File: config.mk
export PLATFORM = sky130hd
export DESIGN_NAME = regfile_mp
export DESIGN_NICKNAME = d
export VERILOG_FILES = /design/src/rtl/regfile_mp.sv
export SDC_FILE = /design/constraint.sdc
export NUM_CORES = 2
export LEC_CHECK = 0
export ABC_AREA = 0
export CELL_PAD_IN_SITES_DETAIL_PLACEMENT = 2
export CELL_PAD_IN_SITES_GLOBAL_PLACEMENT = 2
export CORE_MARGIN = 3
export CORE_UTILIZATION = 35
export CTS_CLUSTER_SIZE = 12
export DETAILED_ROUTE_END_ITERATION = 16
export DONT_BUFFER_PORTS = 1
export PLACE_DENSITY_LB_ADDON = 0.15
export SETUP_SLACK_MARGIN = 0.15
export SKIP_LAST_GASP = 1
export SYNTH_ARGS = -nofsm -noshare
export SYNTH_HDL_FRONTEND = slang
export SYNTH_SLANG_ARGS = --single-unit
export TNS_END_PERCENT = 100
File: constraint.sdc
create_clock -name clk_i -period 3.7 [get_ports clk_i]
set_clock_uncertainty 0.05 [all_clocks]
set_input_delay 0.74 -clock clk_i [delete_from_list [all_inputs] [get_ports clk_i]]
set_output_delay 0.74 -clock clk_i [all_outputs]
set_load 0.05 [all_outputs]
File: src/rtl/regfile_mp.sv
// Parametrised multi-read-port integer register file with handshaked dump engine.
// Latency: reads combinational (0 cycles), writes visible next cycle; dump beat registered.
// Backpressure: dump beat holds (addr and data) while dump_valid_o && !dump_ready_i.
module regfile_mp #(
    parameter int XLEN   = 32,
    parameter int DEPTH  = 32,
    parameter int AW     = $clog2(DEPTH),
    parameter int NRD    = 2,
    parameter int BYPASS = 1
) (
    input  logic                  clk_i,
    input  logic                  rst_ni,
    input  logic [NRD*AW-1:0]     rd_addr_i,
    output logic [NRD*XLEN-1:0]   rd_data_o,
    input  logic                  wr_en_i,
    input  logic [AW-1:0]         wr_addr_i,
    input  logic [XLEN-1:0]       wr_data_i,
    input  logic                  dump_start_i,
    output logic                  dump_busy_o,
    output logic                  dump_valid_o,
    input  logic                  dump_ready_i,
    output logic [AW-1:0]         dump_addr_o,
    output logic [XLEN-1:0]       dump_data_o,
    output logic                  dump_done_o
);

    typedef enum logic [1:0] {
        S_IDLE = 2'd0,
        S_SEND = 2'd1,
        S_DONE = 2'd2
    } state_t;

    logic [XLEN-1:0] mem_q [DEPTH];

    state_t          state_q, state_d;
    logic [AW-1:0]   idx_q, idx_d;
    logic [AW-1:0]   beat_addr_q;
    logic [XLEN-1:0] beat_data_q;
    logic            load_beat;
    logic [AW-1:0]   load_idx;
    logic [XLEN-1:0] load_data;

    // Register storage; x0 is never written so it stays at its reset value of zero.
    always_ff @(posedge clk_i or negedge rst_ni) begin
        if (!rst_ni) begin
            for (int i = 0; i < DEPTH; i++) mem_q[i] <= '0;
        end else if (wr_en_i && (wr_addr_i != '0)) begin
            mem_q[wr_addr_i] <= wr_data_i;
        end
    end

    // Independent combinational read ports, x0 first, then optional write forwarding.
    for (genvar k = 0; k < NRD; k++) begin : g_rd
        logic [AW-1:0]   ra;
        logic [XLEN-1:0] rdat;
        assign ra   = rd_addr_i[k*AW +: AW];
        assign rdat = (ra == '0) ? '0 :
                      ((BYPASS != 0) && wr_en_i && (wr_addr_i == ra)) ? wr_data_i :
                      mem_q[ra];
        assign rd_data_o[k*XLEN +: XLEN] = rdat;
    end

    // Beat source: the dump always forwards a same-cycle write so the snapshot is current.
    assign load_data = (load_idx == '0) ? '0 :
                       (wr_en_i && (wr_addr_i == load_idx)) ? wr_data_i :
                       mem_q[load_idx];

    // Dump FSM next-state: walk every index once, then a single DONE cycle.
    always_comb begin
        state_d   = state_q;
        idx_d     = idx_q;
        load_beat = 1'b0;
        load_idx  = idx_q;
        case (state_q)
            S_IDLE: begin
                if (dump_start_i) begin
                    state_d   = S_SEND;
                    idx_d     = '0;
                    load_beat = 1'b1;
                    load_idx  = '0;
                end
            end
            S_SEND: begin
                if (dump_ready_i) begin
                    if (idx_q == AW'(DEPTH - 1)) begin
                        state_d = S_DONE;
                    end else begin
                        idx_d     = idx_q + 1'b1;
                        load_beat = 1'b1;
                        load_idx  = idx_q + 1'b1;
                    end
                end
            end
            S_DONE: begin
                state_d = S_IDLE;
                idx_d   = '0;
            end
            default: state_d = S_IDLE;
        endcase
    end

    // Dump FSM state, index and the registered beat (held until accepted).
    always_ff @(posedge clk_i or negedge rst_ni) begin
        if (!rst_ni) begin
            state_q     <= S_IDLE;
            idx_q       <= '0;
            beat_addr_q <= '0;
            beat_data_q <= '0;
        end else begin
            state_q <= state_d;
            idx_q   <= idx_d;
            if (load_beat) begin
                beat_addr_q <= load_idx;
                beat_data_q <= load_data;
            end
        end
    end

    assign dump_busy_o  = (state_q != S_IDLE);
    assign dump_valid_o = (state_q == S_SEND);
    assign dump_done_o  = (state_q == S_DONE);
    assign dump_addr_o  = beat_addr_q;
    assign dump_data_o  = beat_data_q;

endmodule

==> out/metrics.cfg <==
[cells_and_area]
finish.utilization_pct=42.7
fillCellCount=18200
area_growth_pct=20.5
ff_latch_area_sq_um=26700
multi_input_area_sq_um=38600
final_net_count=5429
drive_gt1_share_pct=46.7

[die]
fp.dieH_um=440
die_area_sq_um=194000
core-area_sq_um=186000
die_w_um=440
start_util_pct=35.4
boundaryPins=156
num_rows=158

[setup_path]
r2r_end=dump_data_o[6]$_DFFE_PN0P_
reg2reg_depth=12
start_kind=primary input
path_cells=mux4_2, mux4_2, mux2i_1, buf_4, a211oi_4, buf_12
r2r-start=state_q[0]$_DFFE_PN0P_
cp_common_cell=mux4_2
worstPathRequired_ns=2.91
path_depth=6
timing.critical_path.buf_inv=2
startpoint=rd_addr_i[5]
cp.arrival_ns=3.16
end_kind=output port
path_max_fanout=258
critPathKind=in2out
reg2reg_slack_ns=0.18
crit_slowest_cell=mux4_2
crit_family=multiplexers
crit_end=rd_data_o[39]
max_stage_delay_ns=0.82

[sta]
slew_violations=0
hold_violations=2
fin_crit_sh_pct=107
fmax_ghz=0.253
rsz0062_at_grt=yes
setup_viol=17
worst_pin_slew_ns=1.27
setup_slack_ns=-0.246
period_minus_slack_ns=3.95
timing.hold.ws_ns=-0.0107
maxSlewHeadroom_pct=15.5

[synthesis]
synthesis.area_sq_um=66000
synthFlopType=dfrtp_1
ys_types=65
syn_nets=5364
async_flop_share_pct=100
synth_edf_count=0
yosys_warnings=0
synth-seq-area-share_pct=40.5
synth-seq-cells=1068
syn_inst=5306
avgSynthCellArea_sq_um=12.4

[global_route]
track_usage_pct=32.0
antenna_found_initial=8
grt_pass1_wl_um=442000
grt_pass1_vias=55500
grt.overflow.total=0
grt_max_degree=259

[routing]
ant_nets=0
viasPerCell=6.50
wl_per_cell_um=39.1
routed_wl_um=311000
drcViolationCount=0
drt_pass1_iterations=5
vias=51700
drt_iter0_markers=4246

[pwr]
ir_worst_vdd_uv=354
finalPower_mw=48.0
power_per_cell_area_nw_per_um2=603
p_leak_nw=32.8

[placement]
preCtsSetupSlack_ns=-0.307
dp_hpwl_um=170000
globalplace.congestion=0.783
port_buffers=0

[clock_network]
root_buffer=clkbuf_16
cts.sinks=1068
clkTransAtPathRegs_ns=0.06
cts_tree=built
clk_path_buf_depth=3
cts_buffers=139
htree_levels=4
worstSkewPairLatency_ns=0.80

[run_status]
failed_checks=hold timing, setup timing
status=finished, violations left

[job]
maxCapViolCount=0

[min_path]
hp-class=in2async

[repair_timing]
item	4_1_cts	5_1_grt
pin swaps	36	26
hold buffers	44	1
cloned	2	3
gates resized for setup	113	85
endpoints found under the setup margin	84	92
buffers inserted	118	55
hold endpoints to repair	251	100
[cell usage in the layout, fill, tap and decap left out, types with 7 or more instances in the layout]
cell type,instances
clkbuf_8,31
buf_16,13
dlygate4sd3_1,44
and3_1,155
clkbuf_1,31
xor2_1,7
mux4_2,599
a21oi_2,13
a22oi_1,9
mux2i_4,18
nand2_4,16
a211oi_2,30
buf_4,315
a32oi_1,55
a2111oi_0,15
a221o_1,21
nand3_1,175
nand4_1,53
o41ai_1,13
o41ai_2,7
a211oi_1,146
buf_12,137
a21oi_1,28
clkinv_2,24
a211oi_4,64
nor2b_1,31
clkbuf_16,152
buf_6,30
nor2_1,74
dfrtp_1,1065
mux2i_1,147
a21oi_4,10
bufinv_16,9
a311oi_1,12
a31oi_1,106
mux2_2,993
nor2_4,26
nand2_1,626
o21ai_1,11
o21ai_0,36
[per-layer routing]
layer / GRT usage (%) / vias up / share of wire, % / routed length [um]
li1: - / 20500 / - / -
met1: 42.2 / 28700 / 41 / 129000
met2: 52.6 / 1936 / 48 / 149000
met3: 4.91 / 615 / 5.9 / 18500
met4: 12.9 / 2 / 4.6 / 14300
met5: 0 / - / 0.0051 / 16
[how the worst min path moves through the flow]
stage	endpoint	slack [ns]	cells after the start
final	mem_q[283]$_DFFE_PN0P_	-0.01	2
after global routing	mem_q[155]$_DFFE_PN0P_	0.01	2
after CTS	mem_q[465]$_DFFE_PN0P_	0.00005	1
after detailed placement	mem_q[1011]$_DFFE_PN0P_	0.36	0
after global placement	mem_q[1022]$_DFFE_PN0P_	0.35	0
after floorplan	dump_addr_o[0]$_DFFE_PN0P_	0.39	0
[Yosys cell counts, drive strengths merged (24+ instances only)]
cell	instances	area, sq um
a2111oi	24	210
a211oi	240	1800
a21oi	51	255
a31oi	109	682
a32oi	56	490
and3	155	970
buf	235	1240
clkbuf	385	1450
dfrtp	1068	26700
mux2	993	11200
mux2i	170	1700
mux4	599	13500
nand2	648	2430
nand3	177	886
nand4	53	332
nor2	102	385
nor2b	32	200
o21ai	48	240
[logic make-up after synthesis]
group / after synthesis / share of synthesized area (%)
buffers and inverters: 626 / 4.10
DFF: 1068 / 40.5
and+or+nand+nor: 1208 / 8.31
adders and majority gates: 6 / 0.114
muxes: 1762 / 39.9
AOI/OAI and AO/OA: 622 / 6.87
xor gates and xnor gates: 14 / 0.186
[sequential cells by signal (all words and copies together) (netlist names)]
| name | flops |
|---|---|
| dump_addr_o | 5 |
| idx_q | 5 |
| mem_q | 1024 |
| dump_data_o | 32 |
| state_q | 2 |
[per-stage QoR]
step | TNS (ns) | instances | instance area, sq um
finish | -1.18 | 7962 | 79600
CTS | -0.0234 | 7897 | 78600
floorplan | 0 | 5306 | 67100
global placement | -52.48 | 7484 | 71800
detailed placement | -62.31 | 7484 | 71800
global route | -0.0228 | 7961 | 79600
[cell type report]
type / count / area share (%)
Timing Repair Buffer: 544 / 8.00
Clock inverter: 38 / 0.564
Clock buffer: 211 / 5.37
Inverter: 6 / 0.0283
Antenna cell: 3 / 0.00943
Sequential cell: 1068 / 33.6
Tap cell: 2480 / 3.90
Multi-Input combinational cell: 3612 / 48.5
[where the power goes]
| group | total [mW] | internal, mW | switching [mW] |
|---|---|---|---|
| clock network | 14.3 | 8.57 | 5.71 |
| registers | 16.5 | 13.9 | 2.59 |
| logic | 17.2 | 8.30 | 8.91 |
| total | 48.0 | 30.8 | 17.2 |
Note: power is estimated with default switching activity, not from simulation.
